**src/rtl/survivor_traceback.sv**
```systemverilog
// Viterbi survivor memory with a fixed-depth traceback that emits one decoded bit per column.
// Optional macro BEST_STATE_START_EN starts each traceback from the lowest-metric state instead of state 0.
module survivor_traceback #(
  parameter int TB_DEPTH  = 8,
  parameter int MEM_DEPTH = 16
) (
  input  logic       clock,
  input  logic       reset,
  input  logic       aen,
  input  logic       acs0_label,
  input  logic       acs1_label,
  input  logic       acs2_label,
  input  logic       acs3_label,
  input  logic       acs4_label,
  input  logic       acs5_label,
  input  logic       acs6_label,
  input  logic       acs7_label,
  input  logic [3:0] acs0_pm_out,
  input  logic [3:0] acs1_pm_out,
  input  logic [3:0] acs2_pm_out,
  input  logic [3:0] acs3_pm_out,
  input  logic [3:0] acs4_pm_out,
  input  logic [3:0] acs5_pm_out,
  input  logic [3:0] acs6_pm_out,
  input  logic [3:0] acs7_pm_out,
  output logic       ready,
  output logic       dout,
  output logic       dout_valid,
  output logic       overrun
);

  localparam int AW = (MEM_DEPTH > 1) ? $clog2(MEM_DEPTH) : 1;
  localparam int FW = $clog2(TB_DEPTH + 1);

  typedef enum logic [1:0] {FILL, READY, TRACE, EMIT} state_t;

  state_t          state_q, state_d;
  logic [7:0]      mem [MEM_DEPTH];
  logic [AW-1:0]   wptr_q, k_q, rd_addr;
  logic [FW-1:0]   fill_q, fill_inc;
  logic [2:0]      s_q, start_s;
  logic [7:0]      labels, col;
  logic            accept, last_k;

  function automatic logic [FW-1:0] sat_inc(input logic [FW-1:0] v);
    return (v == FW'(TB_DEPTH)) ? v : v + FW'(1);
  endfunction

`ifdef BEST_STATE_START_EN
  // Strict less-than keeps the lowest index on ties.
  function automatic logic [2:0] min_state(input logic [31:0] pm);
    logic [2:0] best;
    logic [3:0] best_pm;
    best    = 3'd0;
    best_pm = pm[3:0];
    for (int i = 1; i < 8; i++) begin
      if (pm[i*4 +: 4] < best_pm) begin
        best    = 3'(i);
        best_pm = pm[i*4 +: 4];
      end
    end
    return best;
  endfunction

  assign start_s = min_state({acs7_pm_out, acs6_pm_out, acs5_pm_out, acs4_pm_out,
                              acs3_pm_out, acs2_pm_out, acs1_pm_out, acs0_pm_out});
`else
  logic unused_pm;
  assign unused_pm = ^{acs7_pm_out, acs6_pm_out, acs5_pm_out, acs4_pm_out,
                       acs3_pm_out, acs2_pm_out, acs1_pm_out, acs0_pm_out};
  assign start_s   = 3'd0;
`endif

  assign labels   = {acs7_label, acs6_label, acs5_label, acs4_label,
                     acs3_label, acs2_label, acs1_label, acs0_label};
  assign accept   = aen & ready;
  assign fill_inc = sat_inc(fill_q);
  // Newest column sits one behind the write pointer; k walks further back in time.
  assign rd_addr  = wptr_q - AW'(1) - k_q;
  assign col      = mem[rd_addr];
  assign last_k   = (k_q == AW'(TB_DEPTH - 1));

  always_comb begin
    state_d    = state_q;
    ready      = 1'b0;
    dout_valid = 1'b0;
    case (state_q)
      FILL: begin
        ready = 1'b1;
        if (accept && (fill_inc == FW'(TB_DEPTH))) state_d = TRACE;
      end
      READY: begin
        ready = 1'b1;
        if (accept) state_d = TRACE;
      end
      TRACE: begin
        if (last_k) state_d = EMIT;
      end
      EMIT: begin
        dout_valid = 1'b1;
        state_d    = READY;
      end
      default: state_d = FILL;
    endcase
  end

  always_ff @(posedge clock) begin
    if (accept) mem[wptr_q] <= labels;
  end

  always_ff @(posedge clock or posedge reset) begin
    if (reset) begin
      state_q <= FILL;
      wptr_q  <= '0;
      fill_q  <= '0;
      k_q     <= '0;
      s_q     <= 3'd0;
      dout    <= 1'b0;
      overrun <= 1'b0;
    end else begin
      state_q <= state_d;
      if (accept) begin
        wptr_q <= wptr_q + AW'(1);
        fill_q <= fill_inc;
      end
      if (aen && !ready) overrun <= 1'b1;
      if (state_q == TRACE) begin
        s_q <= {col[s_q], s_q[2:1]};
        k_q <= k_q + AW'(1);
        if (last_k) dout <= s_q[0];
      end else if (state_d == TRACE) begin
        s_q <= start_s;
        k_q <= '0;
      end
    end
  end

endmodule

```
**config.mk**
```make
export PLATFORM = sky130hd
export DESIGN_NAME = survivor_traceback
export DESIGN_NICKNAME = d
export VERILOG_FILES = /design/src/rtl/survivor_traceback.sv
export SDC_FILE = /design/constraint.sdc
export NUM_CORES = 1
export LEC_CHECK = 0
export CAP_MARGIN = 25
export CORE_MARGIN = 3
export CORE_UTILIZATION = 35
export CTS_CLUSTER_SIZE = 30
export DETAILED_ROUTE_END_ITERATION = 10
export GPL_TIMING_DRIVEN = 0
export HOLD_SLACK_MARGIN = 0.08
export PLACE_DENSITY = 0.52
export SYNTH_ARGS = -nofsm -noshare
export SYNTH_HDL_FRONTEND = slang
export SYNTH_SLANG_ARGS = --single-unit
```
**constraint.sdc**
```tcl
create_clock -name clock -period 3 [get_ports clock]
set_input_delay 0.6 -clock clock [delete_from_list [all_inputs] [get_ports clock]]
set_output_delay 0.6 -clock clock [all_outputs]
set_load 0.05 [all_outputs]
```
==> results of run 1 <==
state kept, by name, summed over array words and instances, names as in the netlist:
name     flops
dout         1
k_q          4
s_q          3
fill_q       4
wptr_q       4
overrun      1
state_q      2
mem        128
repair_timing:
action / 4_1_cts / 5_1_grt
buffers inserted: 5 / 1
resized for setup: 18 / 4
pin swaps: 3 / 4
gates cloned: 0 / 0
endpoints found under the hold margin: 0 / 0
endpoints found under the setup margin: 1 / 1
final cells by class:
class | count | area (um^2)
Fill cell | 1476 | 9577
Sequential cell | 147 | 4320
Multi-Input combinational cell | 166 | 1732
Clock buffer | 19 | 432.9
Tap cell | 220 | 275.3
Timing Repair Buffer | 21 | 192.7
Clock inverter | 12 | 162.7
Buffer | 11 | 140.1
Inverter | 12 | 45.04
power groups by stage:
stage / Clock, mW / Sequential [mW] / Combinational [mW]
after floorplan: 0 / 2.62 / 2.85
after global placement: 0 / 2.65 / 3.85
after detailed placement: 0 / 2.65 / 3.91
after CTS: 2.19 / 2.61 / 4.33
after global routing: 2.27 / 2.64 / 4.69
final: 2.15 / 2.61 / 4.31
cells by family after synthesis:
logic type | after synthesis | synth area share (%)
flops | 147 | 70.25
mux | 41 | 14.04
compound gates | 27 | 2.910
fa+ha+maj | 11 | 2.361
simple gates | 76 | 6.329
buf+inv | 23 | 2.422
xor+xnor | 11 | 1.689
worst paths after layout:
kind,slack (ns),end
setup / recovery,0.07,s_q[2]
hold / removal,0.46,overrun
setup reg to reg,0.07,s_q[2]
hold reg to reg,0.46,overrun
max in group asynchronous,1.85,wptr_q[0]
min in group asynchronous,0.62,fill_q[3]
critical path, cell delays in order (launching register included):
cell and delay [ns]:
dfrtp_1 0.38, inv_1 0.06, ha_2 0.18, inv_2 0.04, fa_2 0.64, clkbuf_16 0.19, mux4_2 0.32, mux4_2 0.48
or2_4 0.25, a32oi_2 0.16, nand3_1 0.10
cell usage after synthesis (all sizes together):
cell type and instances:
or2 1, a21o 3, fa 1, a21boi 1, or4 1, nor4 1, clkbuf 5, or3 1
edfxtp 128, mux2i 6, nand3b 2, and4 1, ha 10, nor2b 1, a21oi 2, nand4 2
nand3 8, xnor2 8, clkdlybuf4s50 1, nor2 7, a31oi 1, o21ai 10, xor2 3, a22o 1
a211oi 3, nand2 27, mux2 1, o22ai 1, nor3 1, nor3b 1, a32oi 1, or2b 1
a2111oi 2, dfrtp 19, buf 5, a41oi 2, mux4 34, and3 1, inv 12, and2 20
stage by stage:
stage	setup WS, ns	total power, mW	instances	setup TNS (ns)
CTS	0.001083	9.139	607	0
floorplan	0.02490	5.472	336	0
global route	-0.06308	9.600	608	-0.06308
global placement	-0.7373	6.500	570	-0.7373
detailed placement	-0.7342	6.561	571	-0.7342
finish	0.07052	9.075	608	0
metal layers:
layer  track usage (%)  vias up
met2             21.43       53
met3             3.621       15
met4             5.044        0
li1                  -     1406
met5                 0        -
met1             19.92     1629
==> metrics.md, run 1 <==
| Metric | Value |
|---|---|
| Share of cells above drive strength 1 | `21.65%` |
| Sw Share | `roughly a third` |
| Ant diodes | `0` |
| Top sig layer | `met4` |
| Global router's overall resource usage | `14.14%` |
| RSZ-0062 raised after global routing | `true` |
| Required time worst endpoint | `3.28 ns` |
| Clk_skew | `between 0.005 and 0.006 ns` |
| Arr. time, crit path | `between 3 and 4 ns` |
| HP Start | `overrun` |
| Most frequent cells in the layout | `edfxtp_1, nand2_1, mux4_2, and2_1, clkbuf_16` |
| Syn nets | `390` |
| WL/cell | `21.13 um` |
| Final setup fails | `0` |
| Total core area | `16880 um^2` |
| Ys Warns | `0` |
| P_int | `around 6 mW` |
| Clock Power Share | `a little under a quarter` |
| Via count | `3103` |
| DP Area | `between 6000 and 7000 um^2` |
| Kind of critical path | `flop to flop` |
| Fin crit period | `around 3 ns` |
| Residual DRC | `0` |
| Dpl hpwl | `8225 um` |
| Area growth syn-to-layout | `18.74%` |
| Mapped Avg Cell Area | `between 15 and 20 um^2` |
| Crit end category | `flop` |
| Final Max Tran Viols | `0` |
| Final hold viol count | `0` |
| DRT iter0 DRCs | `~150` |
| Pleak | `approximately 2.5 nW` |
| Post-layout nets | `430` |
| # IOs | `between 40 and 50` |
| Die width | `138.5 um` |
| Netlist cell types | `48` |
| CTS sink cnt | `147` |
| P_sw | `3.049 mW` |
| Antenna violations before repair | `0` |
| Crit share post-route | `97.65%` |
| Peak VDD IR | `around 0.52 mV` |
| Met3 wire len | `between 500 and 600 um` |
| Slew HR | `about half` |
| Via-per-instance ratio | `5.104` |
| DRT Pass-1 Iters | `4` |
| Hold Worst Slack | `0.4569 ns` |
| Die H | `138.5 um` |
| H-Tree Depth | `4` |
| First-pass GRT wire length | `19870 um` |
| FF+latch count, synth | `approximately 150` |
| Top cell type by total area after synthesis | `edfxtp_1` |
| CTS Hold Buffers Added | `0` |
| Critical path origin | `k_q[0]` |
| Wl on met1 | `6150 um` |
| Cell area after synthesis | `6148 um^2` |
| Vias in the first global route | `3164` |
| Max Freq | `about 0.34 GHz` |
| CP max FO | `7` |
| Register area share after synthesis | `70.25%` |
| Total Routed Length | `12840 um` |
| Status | `finished, final reports clean` |
| Rows | `47` |
| Clock Tree Root | `clkbuf_16` |
| Worst-margin pin slew | `0.7655 ns` |
| GP Congestion | `0.7471` |
| Hold path depth | `1` |
| TritonCTS buffer count | `17` |
| Seq pwr share | `~29%` |
| CTS tree | `done` |
| Worst r2r src | `k_q[0]` |
| Post-layout util | `43.26%` |
| Fin area | `7301 um^2` |
| Main area contributors after synthesis | `edfxtp_1, mux4_2, dfrtp_1, mux4_1, ha_1` |
| Grt ovf | `0` |
| CTS max path bufs | `2` |
| Starting density of the core | `a little over a third` |
| Clock Latency Late Sink | `0.41 ns` |
| Post-Syn Instances | `336` |
| Max cap viols | `0` |
| Logic pwr share | `47.5%` |
| Antenna viol nets, final | `0` |
| Hold crit path type | `flop to flop` |
| CP Launch Type | `flop` |
| Worst-case reg-to-reg path depth | `10` |
| Met2 Routed Length | `5985 um` |
| IO Port Bufs | `14` |
| P per Cell Area | `1243 nW/um^2` |
| Die area | `19190 um^2` |
| Commonest non-fill, non-tap cell in the layout | `edfxtp_1` |
| Largest net degree at the start of global routing | `20` |
| Synth top area share | `a little over three fifths` |
| Clock Pin Slew Worst Setup and Hold Paths | `about 0.060 ns` |
Power figures use the tool's default switching activity.
==> run 2, diff against run 1 <==
--- a/config.mk
+++ b/config.mk
@@ -12,7 +12,7 @@
 export DETAILED_ROUTE_END_ITERATION = 10
 export GPL_TIMING_DRIVEN = 0
 export HOLD_SLACK_MARGIN = 0.08
-export PLACE_DENSITY = 0.52
+export PLACE_DENSITY = 0.5
 export SYNTH_ARGS = -nofsm -noshare
 export SYNTH_HDL_FRONTEND = slang
 export SYNTH_SLANG_ARGS = --single-unit
==> constraint.sdc (replaced) <==
create_clock -name clock -period 3.3 [get_ports clock]
set_input_delay 0.66 -clock clock [delete_from_list [all_inputs] [get_ports clock]]
set_output_delay 0.66 -clock clock [all_outputs]
set_load 0.05 [all_outputs]
==> run 2 against run 1 <==
Net effect: routed wire length increased by 5.0%; via count decreased by 2.0%; sequential power decreased by 9.2%; non-clock buffer count decreased by 6; final cell count decreased by 0.99%; worst setup slack improved by 0.15 ns; utilization decreased by 1.0 points; first-iteration DRC count increased by 47%; worst hold slack improved by 0.013 ns; register-to-register slack improved by 0.15 ns; largest power group unchanged.
==> metrics.md, run 2 (synthesis gave the netlist of run 1 again) <==
| Metric | Value |
|---|---|
| Status | `finished, final reports clean` |
| Worst-margin pin slew | `0.7450 ns (-0.02052 ns)` |
| Clk_skew | `0.02274 ns (+0.01760 ns)` |
| Grt met2 use | `22.97% (+1.5 points)` |
| Peak VDD IR | `0.3841 mV (-26%)` |
| Met3 Track Usage GR | `3.759% (+0.14 points)` |
| Final hold viol count | `0 (unchanged)` |
| Fin area | `7129 um^2 (-2.3%)` |
| Worst path cell trace | `inv_1 > ha_1 > inv_1 > fa_2 > buf_4 > mux4_2 > mux4_2 > or2_2 > a32oi_1 > nand3_1` |
| Clock Latency Late Sink | `0.43 ns (+0.02 ns)` |
| Biggest register | `mem` |
| Antenna viol nets, final | `0 (unchanged)` |
| First-pass GRT wire length | `20210 um (+1.7%)` |
| Max cap viols | `0 (unchanged)` |
| CTS max path bufs | `2 (unchanged)` |
| Residual DRC | `0 (unchanged)` |
| Placed Cells | `571 (unchanged)` |
| Number of fillers in the final layout | `1477 (+0.068%)` |
| Max Freq | `0.3245 GHz (-4.9%)` |
| Register Area | `4319 um^2 (about the same)` |
| IO Port Bufs | `14 (unchanged)` |
| CP Launch Type | `flop` |
| Grt met1 use | `19.55% (-0.37 points)` |
| Kind of critical path | `flop to flop` |
| Commonest non-fill, non-tap cell in the layout | `edfxtp_1` |
| Total core area | `16880 um^2 (unchanged)` |
| Slowest CP cell | `fa_2` |
| Slowest Stage Delay on Critical Path | `0.63 ns (about the same)` |
| Fin crit period | `3.082 ns (+0.1520 ns)` |
| Required time worst endpoint | `3.61 ns (+0.33 ns)` |
| Final Max Tran Viols | `0 (unchanged)` |
| Ant diodes | `0 (unchanged)` |
| Slew HR | `49.98% (+1.1 points)` |
| Hold crit path type | `flop to flop` |
| CP top delay family | `adder cells` |
| Dpl hpwl | `8350 um (+1.5%)` |
| Max reg flops | `128 (unchanged)` |
| Number of instances resized during post-cts repair | `3 (-15)` |
| Critical path buffers and inverters | `3 (unchanged)` |
| Multi-input gate area in the final layout | `1683 um^2 (-2.8%)` |
| H-Tree Depth | `4 (unchanged)` |
| Via-per-instance ratio | `5.050 (-1.1%)` |
| CTS tree | `done` |
| Grt ovf | `0 (unchanged)` |
| Rows | `47 (unchanged)` |
| Most frequent cells in the layout | `edfxtp_1, nand2_1, mux4_2, and2_1, dfrtp_1` |
| Share of cells above drive strength 1 | `18.06% (-3.6 points)` |
| Pleak | `2.440 nW (-2.8%)` |
| Largest net degree at the start of global routing | `20 (unchanged)` |
| Final setup fails | `0 (unchanged)` |
| CTS Hold Buffers Added | `0 (unchanged)` |
| DRT Pass-1 Iters | `4 (unchanged)` |
| Final worst slack | `0.2185 ns (+0.1480 ns)` |
| Pre-CTS WS | `-0.3094 ns (+0.4248 ns)` |
| Clock Tree Root | `clkbuf_16` |
| Post-layout nets | `424 (-1.4%)` |
| Vias in the first global route | `3186 (+0.70%)` |
| Starting density of the core | `36.43% (unchanged)` |
| TritonCTS buffer count | `17 (unchanged)` |
| Global router's overall resource usage | `14.76% (+0.62 points)` |
| # IOs | `47 (unchanged)` |
| DP Area | `6571 um^2 (unchanged)` |
| Via count | `3040 (-2.0%)` |
| P per Cell Area | `1079 nW/um^2 (-13%)` |
| Die area | `19190 um^2 (unchanged)` |
| Antenna violations before repair | `0 (unchanged)` |
| Post-CTS Setup Bufs | `0 (-5)` |
| Arr. time, crit path | `3.39 ns (+0.18 ns)` |
| Hold Worst Slack | `0.4700 ns (+0.01306 ns)` |
| Crit end category | `flop` |
| Non-filler cells, final | `602 (-0.99%)` |
| Die width | `138.5 um (unchanged)` |
| WL/cell | `22.40 um (+6.0%)` |
| DRT iter0 DRCs | `227 (+47%)` |
| Die H | `138.5 um (unchanged)` |
| Clock Pin Slew Worst Setup and Hold Paths | `0.06 ns (about the same)` |
| Area growth syn-to-layout | `15.95%` |
| GP Congestion | `0.7150 (-4.3%)` |
| Total Routed Length | `13480 um (+5.0%)` |
| CTS sink cnt | `147 (unchanged)` |
| Busiest layer in global routing | `met2` |
| CP max FO | `10 (+3)` |
| Crit share post-route | `93.38% (-4.3 points)` |
run 2: cell types whose count changed in the layout (fill, tap and decap cells not counted), sizes merged:
cell and delta:
buf -7, bufinv -2, clkbuf +1, clkinv +2
run 2: worst paths after layout:
path	slack, ns	depth (start not counted)	start	end
min reg2reg	0.47	1	overrun	overrun
min	0.47	1	overrun	overrun
max in group asynchronous	2.16	2	reset	dout
max	0.22	10	k_q[0]	s_q[2]
max reg2reg	0.22	10	k_q[0]	s_q[2]
min in group asynchronous	0.66	2	reset	wptr_q[1]
run 2: power by group:
part	total [mW]	switching [mW]	leakage, nW	internal, mW
clock network	1.81	0.716	0.267	1.10
logic	3.51	1.80	0.786	1.71
registers	2.37	0.144	1.39	2.23
run 2: area by class of cell:
cell class	count	share of cell area (%)
Timing Repair Buffer	15	2.071
Inverter	12	0.6318
Tap cell	220	3.861
Clock inverter	12	1.615
Buffer	11	1.562
Clock buffer	19	6.072
Sequential cell	147	60.58
Multi-Input combinational cell	166	23.60
run 2: metrics by stage:
| stage | util [%] | power (mW) | TNS (ns) |
|---|---|---|---|
| 2_1_floorplan | - | 4.974 | 0 |
| 3_3_place_gp | 38.89 | 5.917 | -0.2893 |
| 3_5_place_dp | 38.94 | 5.957 | -0.3094 |
| 4_1_cts | 42.21 | 7.797 | 0 |
| 5_1_grt | 42.24 | 8.171 | -0.001577 |
| 6_report | 42.24 | 7.696 | 0 |
run 2: per-layer routing:
layer	vias up	part of all wire (%)	wire length (um)
met5	-	0	0
met4	0	2.6	350
met3	13	3.7	501
met2	56	50	6676
met1	1581	44	5953
li1	1390	-	-
